<file path="src/rtl/fifo_rd_stream.sv">
// fifo_rd_stream: drains an async_fifo read port into a valid/ready stream.
// A 3-entry skid buffer absorbs the FIFO's registered dout latency, so reads
// are issued from buffer credit only and m_ready never reaches fifo_rd_en.
module fifo_rd_stream #(
  parameter int DATA_W = 8,
  parameter int CNT_W  = 16
) (
  input  logic              rd_clk,
  input  logic              rst,
  input  logic              en,
  input  logic              flush,
  input  logic              fifo_empty,
  output logic              fifo_rd_en,
  input  logic [DATA_W-1:0] fifo_dout,
  output logic              m_valid,
  input  logic              m_ready,
  output logic [DATA_W-1:0] m_data,
  output logic [CNT_W-1:0]  rd_count,
  output logic              idle
);

  logic [DATA_W-1:0] mem [3];
  logic [1:0]        head;
  logic [1:0]        tail;
  logic [1:0]        occ;
  logic              rd_pend;
  logic [CNT_W-1:0]  cnt;
  logic [2:0]        credit_used;
  logic              cap;
  logic              pop;

  function automatic logic [1:0] next_ptr(input logic [1:0] p);
    return (p == 2'd2) ? 2'd0 : p + 2'd1;
  endfunction

  // A word in flight already owns a buffer slot, so both count against credit.
  assign credit_used = {1'b0, occ} + {2'b00, rd_pend};
  assign fifo_rd_en  = !rst && en && !flush && !fifo_empty && (credit_used < 3'd3);

  assign m_valid  = (occ != 2'd0);
  assign m_data   = mem[head];
  assign rd_count = cnt;
  assign idle     = (occ == 2'd0) && !rd_pend;

  assign cap = rd_pend && !flush;
  assign pop = m_valid && m_ready && !flush;

  // Pointers, occupancy, in-flight flag and handshake counter.
  always_ff @(posedge rd_clk or posedge rst) begin
    if (rst) begin
      head    <= 2'd0;
      tail    <= 2'd0;
      occ     <= 2'd0;
      rd_pend <= 1'b0;
      cnt     <= '0;
    end else if (flush) begin
      head    <= 2'd0;
      tail    <= 2'd0;
      occ     <= 2'd0;
      rd_pend <= 1'b0;
    end else begin
      rd_pend <= fifo_rd_en;
      if (cap) tail <= next_ptr(tail);
      if (pop) begin
        head <= next_ptr(head);
        cnt  <= cnt + 1'b1;
      end
      case ({cap, pop})
        2'b10:   occ <= occ + 2'd1;
        2'b01:   occ <= occ - 2'd1;
        default: occ <= occ;
      endcase
    end
  end

  // Buffer storage; cleared on reset so m_data reads 0 out of reset.
  always_ff @(posedge rd_clk or posedge rst) begin
    if (rst) begin
      for (int i = 0; i < 3; i++) mem[i] <= '0;
    end else if (cap) begin
      mem[tail] <= fifo_dout;
    end
  end

endmodule

</file>
<file path="config.mk">
export PLATFORM = sky130hd
export DESIGN_NAME = fifo_rd_stream
export DESIGN_NICKNAME = d
export VERILOG_FILES = /design/src/rtl/fifo_rd_stream.sv
export SDC_FILE = /design/constraint.sdc
export NUM_CORES = 1
export LEC_CHECK = 0
export CAP_MARGIN = 20
export CORE_MARGIN = 5
export CORE_UTILIZATION = 50
export CTS_CLUSTER_DIAMETER = 200
export DETAILED_ROUTE_END_ITERATION = 6
export PLACE_DENSITY = 0.77
export REMOVE_ABC_BUFFERS = 1
export SYNTH_ARGS = -nofsm -noshare
export SYNTH_HDL_FRONTEND = slang
export SYNTH_SLANG_ARGS = --single-unit
</file>
<file path="constraint.sdc">
create_clock -name rd_clk -period 2.3 [get_ports rd_clk]
set_clock_uncertainty 0.1 [all_clocks]
set_input_delay 0.345 -clock rd_clk [delete_from_list [all_inputs] [get_ports rd_clk]]
set_output_delay 0.345 -clock rd_clk [all_outputs]
set_load 0.005 [all_outputs]
</file>
==> key figures, run 1 <==
Outcome
  – Outcome: finished, final reports clean

Cells and area
  – Storage cell area: 1177 µm²
  – Fillers: approximately 340
  – Area Overhead vs Synth: 31.13%
  – Final nets: ~250
  – Util after Layout: between 60% and 70%
  – Layout cells sized above 1: 25.32%
  – Area taken by multi-input logic gates: 985.9 µm²
  – Antenna Cells: 0
  – Finished Layout Cells: slightly below 300

Clocking
  – Cts hold-fix bufs: 0
  – Clk buf depth: 2
  – # clock sinks: 47
  – CTS Buf Count: 5
  – H-tree levels: 2
  – CTS tree: yes
  – Clk root buf: clkbuf_8
  – Clk pin slew, worst setup/hold paths: 0.09 ns
  – Clock Latency Late Sink: approximately 0.30 ns

Global route
  – Number of global-route vias before repair: 1,546
  – Largest net degree at the start of global routing: 20
  – Total track usage: 15.61%
  – Global-route wire length before repair: 7493 µm
  – Initial antenna violation count: 0
  – GRT Residual Overflow: 0

Die
  – Starting Density: slightly above 50%
  – Horiz. Die Dim: around 76 µm
  – CORE AREA: 4294 µm²
  – Site Rows: 24
  – Die ar.: 5814 µm²
  – Io pins: 41
  – Die Height: 76.25 µm

Synthesis
  – Top_reg_cell synth: dfrtp_1
  – Syn Inst Count: 177
  – Ys async rst share: 100.0%
  – Register area share after synthesis: 53.59%
  – Unique masters post-synth: 32
  – Seq cells post-synth: 47
  – Number of synthesized flops with an enable pin: 0
  – Syn_area_per_cell: ~12 µm²
  – Yosys warning count: 0
  – Mapped cell area: between 2000 and 2500 µm²

Drt
  – Final ANT Viol Nets: 0
  – TritonRoute pass-1 iters: 4
  – Post-route DRC: 0
  – Vias per cell: 5.360
  – Initial DRC Count: 59
  – WL/cell: 15.05 µm
  – DRT Wirelength: 4349 µm
  – DR vias: 1,549

Worst setup path
  – Critical Path AT: 1.77 ns
  – Crit Path Max Fanout: 2
  – Crit start category: register
  – Register-to-Register Path Depth: 6
  – Crit end category: output pin
  – Critical path depth in cells: 5
  – Worst EP required: between 1.5 and 2 ns
  – CP cell instances: ha_1 -> ha_1 -> a211o_1 -> nor4b_2 -> buf_2
  – Critical path's slowest cell: dfrtp_1
  – Critical path launch point: occ[0]$_DFFE_PP0P_
  – Reg2Reg Capture Point: rd_count[14]$_DFFE_PP0P_
  – End of the critical path: fifo_rd_en
  – Worst R2R Setup Slack: 0.55 ns
  – CP bufs+invs: 1
  – R2r startpoint: rd_count[0]$_DFFE_PP0P_
  – Crit-path most repeated cell: ha_1
  – CP delay by family, top: adder cells
  – Crit Path Class: reg2out
  – CP max stage delay: 0.39 ns

Timing
  – Hold Slack: 0.3218 ns
  – Rel. slew slack: 58.18%
  – Fmax: 451.3 MHz
  – Final Cycle Share: a little over nine tenths
  – Actual slew at the worst max-slew pin: between 0.6 and 0.7 ns
  – Setup-failing EPs final: 0
  – Min Tclk post-route: 2.216 ns
  – Unrepaired setup endpoints after global routing: false
  – Final Hold Fails: 0
  – Final Max Slew Viols: 0
  – Fin Setup TNS: 0 ns

Power and ir drop
  – P_int: ~1400 µW
  – Switching fraction of total power: 24.12%
  – Static leakage: 0.001250 µW
  – Register share of total power: 50.8%
  – Sw Pwr: 443.8 µW
  – Logic gate share of total power: 15.7%
  – Clock power share: 33.5%
  – Total Power: 1840 µW
  – Worst VDD drop: ~460 µV
  – Power density cells: about 640 nW/µm²

Placed design
  – Placed cells: 278
  – DPL Wire Length: approximately 3200 µm
  – Final Wtd Congestion: 0.7755
  – Number of port buffers: 40

Hold path
  – HP Class: in2async

Job
  – Max Cap Violations: 0
-- what timing repair did --
item                       CTS  global route
setup endpoints to repair    4             7
pin swaps                    0             1
resized for setup            6             0
buffers inserted             0             3
-- sequential cells by signal (all words and copies together) (netlist names) --
register and flops:
head 2, mem 24, occ 2, rd_count 16, rd_pend 1, tail 2
-- final cells by class --
cell class / instances / area share [%]
flip-flops and latches: 47 / 40.91
multi-input cells: 122 / 34.26
repair buffers: 57 / 18.17
clock buffers: 5 / 2.391
well taps: 52 / 2.261
clock inverters: 3 / 1.609
inverters: 3 / 0.3913
-- kinds of logic after synthesis --
family	share of synthesized area, %
AO/OA/AOI/OAI	4.390
buffers and inverters	1.767
XOR/XNOR	6.386
multiplexers	16.93
adder cells (fa/ha/maj)	1.711
AND/OR/NAND/NOR	15.22
flip-flops	53.59
-- layout by cell type, fill, tap and decap left out, types with 5 or more instances in the layout --
master and count:
clkbuf_8 5, dfrtp_1 46, nor2_1 6, xnor2_1 13
nand2_1 15, buf_4 17, nand4_1 8, clkdlybuf4s50_1 39
mux2_2 25, o21ai_0 10, mux2i_1 9
-- per-layer routing --
metal  GRT usage, %  up-vias  share of wire (%)  wire length [µm]
li1               -      746                  -                 -
met1          21.12      766                 49              2130
met2          24.83       32                 47              2031
met3          4.492        5                3.7               159
met4          3.671        0               0.64                28
met5              0        -                  0                 0
-- Yosys cell counts, types with 3 or more instances --
| library cell | count | area share [%] |
|---|---|---|
| xnor2_1 | 13 | 5.2 |
| dfrtp_1 | 47 | 54 |
| o21ai_0 | 10 | 2.3 |
| a21oi_1 | 4 | 0.91 |
| nor4b_1 | 3 | 1.2 |
| mux2_2 | 25 | 13 |
| clkbuf_1 | 3 | 0.51 |
| ha_1 | 3 | 1.7 |
| xor2_1 | 3 | 1.2 |
| and3_1 | 3 | 0.86 |
| mux2i_1 | 9 | 4.1 |
| nand4_1 | 8 | 2.3 |
| nand2_1 | 15 | 2.6 |
| nor2_1 | 6 | 1.0 |
| nor3_1 | 4 | 0.91 |
-- how the worst min path moves through the flow --
stage	slack, ns	cells after the start	startpoint	endpoint
2_1_floorplan	0.31	1	flush	tail[1]$_DFFE_PP0P_
6_report	0.32	2	rst	rd_count[9]$_DFFE_PP0P_
5_1_grt	0.37	2	rst	rd_count[9]$_DFFE_PP0P_
4_1_cts	0.33	2	rst	rd_count[2]$_DFFE_PP0P_
3_3_place_gp	0.36	1	rd_count[15]$_DFFE_PP0P_	rd_count[15]$_DFFE_PP0P_
3_5_place_dp	0.37	1	rd_count[15]$_DFFE_PP0P_	rd_count[15]$_DFFE_PP0P_
-- power by group through the flow --
stage	Sequential, µW	Combinational, µW	Clock [µW]
3_3_place_gp	949	285	0
2_1_floorplan	942	122	0
4_1_cts	935	293	628
6_report	935	289	616
5_1_grt	944	321	666
3_5_place_dp	951	293	0
-- worst reg2reg max path: stages, from the launching register on --
cell	delay (ns)
dfrtp_1	0.45
ha_1	0.27
nand3_1	0.11
nor4_1	0.30
buf_4	0.19
nand4_1	0.10
xnor2_1	0.14
-- stage by stage --
stage	setup WS (ns)	instance area, µm²
finish	0.08410	2878
global route	0.004927	2878
CTS	0.01254	2855
detailed placement	-0.09011	2738
global placement	-0.05912	2738
floorplan	0.3768	2167
No activity file was read; power rests on OpenSTA's default activity.
==> inputs of run 2 (changes only) <==
- CTS_CLUSTER_DIAMETER: 200 -> default
- GPL_TIMING_DRIVEN: default -> 0
- clock period: 2.3 -> 2.05 ns (I/O delays scaled with it)
==> key figures, run 2 (synthesis gave the netlist of run 1 again) <==
Cells and area
  – Commonest non-fill, non-tap cells in the layout: dfrtp_1 (43), clkdlybuf4s50_1 (28), mux2_2 (25)
  – Final nets: 248 (-2.0%)
  – Flip-flop count of the largest register after layout: 24 (unchanged)
  – Commonest non-fill, non-tap cell in the layout: dfrtp_1
  – Area Overhead vs Synth: 34.49%
  – Util after Layout: 68.74% (+1.7 points)
  – Antenna Cells: 0 (unchanged)
  – Largest register by flop count: mem
  – Layout cells sized above 1: 27.16% (+1.8 points)

Worst setup path
  – Crit end category: output pin
  – CP delay by family, top: flip-flops
  – Critical path's slowest cell: dfrtp_2
  – Critical Path AT: 1.74 ns (-0.03 ns)
  – Crit Path Max Fanout: 2 (unchanged)
  – Crit-path most repeated cell: ha_4
  – Crit start category: register
  – Worst EP required: 1.64 ns (-0.22 ns)
  – CP max stage delay: 0.43 ns (+0.04 ns)
  – Crit Path Class: reg2out
  – CP bufs+invs: 1 (unchanged)
  – CP cell instances: ha_4 -> ha_4 -> a211o_1 -> nor4b_2 -> buf_2

Die
  – Die ar.: 5814 µm² (unchanged)
  – Die Height: 76.25 µm (unchanged)
  – Io pins: 41 (unchanged)
  – Horiz. Die Dim: 76.25 µm (unchanged)
  – CORE AREA: 4294 µm² (unchanged)
  – Site Rows: 24 (unchanged)
  – Starting Density: 51.11% (unchanged)

Clocking
  – Clk pin slew, worst setup/hold paths: 0.09 ns (about the same)
  – H-tree levels: 2 (unchanged)
  – Clk buf depth: 2 (unchanged)
  – # clock sinks: 47 (unchanged)
  – Clock Latency Late Sink: 0.31 ns (about the same)
  – CTS Buf Count: 5 (unchanged)
  – CTS tree: yes
  – Clk root buf: clkbuf_8

Drt
  – DRT Wirelength: 4323 µm (-0.60%)
  – Initial DRC Count: 43 (-27%)
  – TritonRoute pass-1 iters: 4 (unchanged)
  – Post-route DRC: 0 (unchanged)
  – Vias per cell: 5.475 (+2.2%)
  – WL/cell: 15.22 µm (+1.2%)
  – DR vias: 1,555 (+0.39%)
  – Final ANT Viol Nets: 0 (unchanged)

Power and ir drop
  – Worst VDD drop: 485.9 µV (+6.7%)
  – Static leakage: 0.001336 µW (+6.9%)
  – Power density cells: 702.6 nW/µm² (+9.9%)

Timing
  – Hold Slack: 0.2210 ns (-0.1007 ns)
  – Unrepaired setup endpoints after global routing: true
  – Min Tclk post-route: 2.151 ns
  – Final Hold Fails: 0 (unchanged)
  – Setup-failing EPs final: 1 (+1)
  – Final setup margin: -0.1015 ns (-0.1856 ns)
  – Rel. slew slack: 51.16% (-7.0 points)
  – Fmax: 464.8 MHz
  – Final Cycle Share: 105.0%
  – Final Max Slew Viols: 0 (unchanged)
  – Actual slew at the worst max-slew pin: 0.7327 ns (+0.1092 ns)

Placed design
  – Final Wtd Congestion: 0.7791 (+0.46%)
  – Pre-CTS setup slack: -0.6499 ns (-0.5598 ns)
  – Number of port buffers: 40 (unchanged)
  – DPL Wire Length: 2807 µm (-11%)

Global route
  – Number of global-route vias before repair: 1,582 (+2.3%)
  – Largest net degree at the start of global routing: 39 (+95%)
  – GRT Residual Overflow: 0 (unchanged)
  – Total track usage: 15.29% (-0.33 points)
  – Global-route wire length before repair: 7327 µm (-2.2%)
  – Initial antenna violation count: 0 (unchanged)

Hold path
  – HP Class: in2async

Outcome
  – Failing checks: setup timing
  – Outcome: finished with violations

Job
  – Max Cap Violations: 0 (unchanged)
==> run 2: repair_timing <==
action	in CTS	in global routing
hold buffers	0	0
cloned	1	0
gates resized for setup	16	15
buffers inserted	3	7
pin swaps	3	2
setup endpoints to repair	35	11
==> run 2: power breakdown <==
part	leakage [µW]	internal [µW]	switching (µW)	total (µW)
Sequential	0.000630	994	55.4	1050
Combinational	0.000645	194	117	310
Clock	0.0000612	395	319	714
Total	0.00134	1580	491	2070
==> run 2: worst paths after layout <==
kind                                          startpoint                        to  slack [ns]  depth (start not counted)
worst max-delay path                  occ[0]$_DFFE_PP0P_                fifo_rd_en       -0.10                          5
worst min-delay path                                 rst        occ[1]$_DFFE_PP0P_        0.22                          2
worst max register to register         rd_pend$_DFF_PP0_       mem[14]$_DFFE_PP0P_        0.17                          4
worst min register to register  rd_count[15]$_DFFE_PP0P_  rd_count[15]$_DFFE_PP0P_        0.38                          1
max in group asynchronous                            rst       head[0]$_DFFE_PP0P_        1.15                          3
min in group rd_clk             rd_count[15]$_DFFE_PP0P_  rd_count[15]$_DFFE_PP0P_        0.38                          1
==> run 2: final cells by class <==
type,instances,area (µm²)
inverter,3,11.26
clock inverter,2,35.03
clock buffer,6,82.58
timing repair buffer,51,535.5
fill,319,1343
multi-input combinational,123,1039
sequential,47,1184
tap,52,65.06
==> run 2: layer usage <==
metal	routed length [µm]	vias to the layer above	track usage, %
met2	1967	29	22.77
met5	0	-	0
met1	2155	775	21.64
met4	65	0	6.294
li1	-	744	-
met3	134	7	3.310
==> run 2: through the flow <==
step	TNS, ns	instance area, µm²	power, µW	cells
2_1_floorplan	0	2167	1194	172
4_1_cts	-1.260	2838	2092	277
5_1_grt	-0.1744	2952	2163	284
3_3_place_gp	-36.23	2633	1375	264
3_5_place_dp	-15.49	2653	1387	265
6_report	-0.1015	2952	2074	284
==> run 2: worst reg2reg max path: stages, from the launching register on <==
cell and delay, ns:
dfrtp_2 0.39, buf_4 0.15, inv_2 0.10, nor4b_4 0.62, mux2_2 0.41
==> inputs of run 3 (changes only) <==
- CORE_ASPECT_RATIO: default -> 1.75
- PLACE_DENSITY: 0.77 -> 0.78
==> key figures, run 3 (synthesis gave the netlist of run 1 again) <==
Die
  – Horiz. Die Dim: 60.08 µm (-21%)
  – Starting Density: 50.75% (-0.35 points)
  – Io pins: 41 (unchanged)
  – Die Height: 97.64 µm (+28%)
  – Die ar.: 5866 µm² (+0.90%)
  – CORE AREA: 4324 µm² (+0.70%)
  – Site Rows: 32 (+33%)

Drt
  – WL/cell: 16.35 µm (+7.4%)
  – TritonRoute pass-1 iters: 4 (unchanged)
  – Post-route DRC: 0 (unchanged)
  – DR vias: 1,544 (-0.71%)
  – Final ANT Viol Nets: 0 (unchanged)
  – DRT Wirelength: 4610 µm (+6.6%)
  – Initial DRC Count: 42 (-2.3%)
  – Vias per cell: 5.475 (about the same)

Hold path
  – HP Class: in2async

Worst setup path
  – R2r startpoint: rd_pend$_DFF_PP0_
  – Crit Path Max Fanout: 2 (unchanged)
  – Critical Path AT: 1.72 ns (-0.02 ns)
  – Worst R2R Setup Slack: 0.07 ns (-0.10 ns)
  – Crit Path Class: reg2out
  – Crit start category: register
  – Reg2Reg Capture Point: mem[7]$_DFFE_PP0P_
  – Worst EP required: 1.64 ns (about the same)
  – Crit end category: output pin
  – Register-to-Register Path Depth: 5 (+1)

Cells and area
  – Layout cells sized above 1: 26.84% (-0.32 points)
  – Commonest non-fill, non-tap cell in the layout: dfrtp_1
  – Final instance area: 2915 µm² (-1.2%)
  – Antenna Cells: 0 (unchanged)
  – Area Overhead vs Synth: 32.84%
  – Final nets: 247 (-0.40%)
  – Util after Layout: 67.42% (-1.3 points)
  – Commonest non-fill, non-tap cells in the layout: dfrtp_1 (43), clkdlybuf4s50_1 (28), mux2_2 (25)
  – Finished Layout Cells: 282 (-0.70%)
  – Largest register by flop count: mem
  – Fillers: 318 (-0.31%)
  – Flip-flop count of the largest register after layout: 24 (unchanged)

Clocking
  – Clk buf depth: 2 (unchanged)
  – H-tree levels: 2 (unchanged)
  – CTS tree: yes
  – Clock Latency Late Sink: 0.31 ns (about the same)
  – # clock sinks: 47 (unchanged)
  – Cts hold-fix bufs: 0 (unchanged)
  – CTS Buf Count: 5 (unchanged)
  – Clk root buf: clkbuf_8
  – Clk pin slew, worst setup/hold paths: 0.09 ns (about the same)

Placed design
  – DP Area: 2651 µm² (about the same)
  – Number of port buffers: 40 (unchanged)
  – Placed cells: 264 (-0.38%)
  – Final Wtd Congestion: 0.7307 (-6.2%)
  – DPL Wire Length: 3068 µm (+9.3%)

Job
  – Max Cap Violations: 0 (unchanged)

Global route
  – Global-route wire length before repair: 7521 µm (+2.6%)
  – Total track usage: 16.69% (+1.4 points)
  – Largest net degree at the start of global routing: 40 (+2.6%)
  – GRT Residual Overflow: 0 (unchanged)
  – Initial antenna violation count: 0 (unchanged)
  – Number of global-route vias before repair: 1,651 (+4.4%)

Outcome
  – Outcome: finished with violations
  – Failing checks: setup timing

Timing
  – Final Max Slew Viols: 0 (unchanged)
  – Actual slew at the worst max-slew pin: 0.7715 ns (+0.03878 ns)
  – Unrepaired setup endpoints after global routing: true
  – Fmax: 470.3 MHz (+1.2%)
  – Rel. slew slack: 48.57% (-2.6 points)
  – Setup-failing EPs final: 1 (unchanged)
  – Min Tclk post-route: 2.126 ns (-0.02512 ns)
  – Hold Slack: 0.2058 ns (-0.01520 ns)
  – Fin Setup TNS: -0.07636 ns (+0.02512 ns)
  – Final setup margin: -0.07636 ns (+0.02512 ns)
  – Final Hold Fails: 0 (unchanged)
  – Final Cycle Share: 103.7% (-1.2 points)

Power and ir drop
  – Power density cells: 704.9 nW/µm² (+0.32%)
  – Static leakage: 0.001320 µW (-1.2%)
  – Worst VDD drop: 642.2 µV (+32%)
-- run 3: worst max path at each step --
stage                                    from          to  slack [ns]  depth (start not counted)
after floorplan             rd_pend$_DFF_PP0_  fifo_rd_en        0.16                          4
after global placement                  flush  fifo_rd_en       -0.66                          4
after detailed placement                flush  fifo_rd_en       -0.66                          4
after CTS                 head[1]$_DFFE_PP0P_   m_data[1]       -0.16                          4
after global routing        rd_pend$_DFF_PP0_  fifo_rd_en       -0.14                          5
final                      occ[0]$_DFFE_PP0P_  fifo_rd_en       -0.08                          5
-- run 3: routing by layer --
layer,global-route usage [%],share of wire (%),vias up,wire (µm)
met5,0,0,-,0
met4,8.703,2.4,0,110
met3,2.660,3.9,10,181
met2,28.08,52,35,2413
met1,19.45,41,753,1903
li1,-,-,746,-
-- run 3: what timing repair did --
| action | in CTS | in global routing |
|---|---|---|
| endpoints found under the setup margin | 35 | 11 |
| pin swaps | 3 | 3 |
| buffers inserted | 3 | 6 |
| gates cloned | 1 | 0 |
| resized for setup | 16 | 14 |
-- run 3: area by class of cell --
type	count	area (µm²)	share of cell area, %
Sequential cell	47	1184	40.60
Multi-Input combinational cell	123	1039	35.62
Timing Repair Buffer	50	503.0	17.25
Clock buffer	5	68.82	2.361
Tap cell	51	63.81	2.189
Clock inverter	3	46.29	1.588
Inverter	3	11.26	0.3863
-- run 3: stage by stage --
step	setup WS (ns)	power, µW
2_1_floorplan	0.1643	1194
3_3_place_gp	-0.6559	1372
3_5_place_dp	-0.6617	1392
4_1_cts	-0.1573	2086
5_1_grt	-0.1427	2147
6_report	-0.07636	2055
-- run 3: where the power goes --
group          leakage [µW]  switching [µW]  internal, µW
logic              0.000635             119           190
clock network     0.0000548             325           367
registers          0.000630            60.3           995
-- run 3: critical path, stage by stage, from the launching register on --
cell	delay (ns)
dfrtp_2	0.44
ha_4	0.17
ha_4	0.20
a211o_1	0.27
nor4b_2	0.21
buf_2	0.15
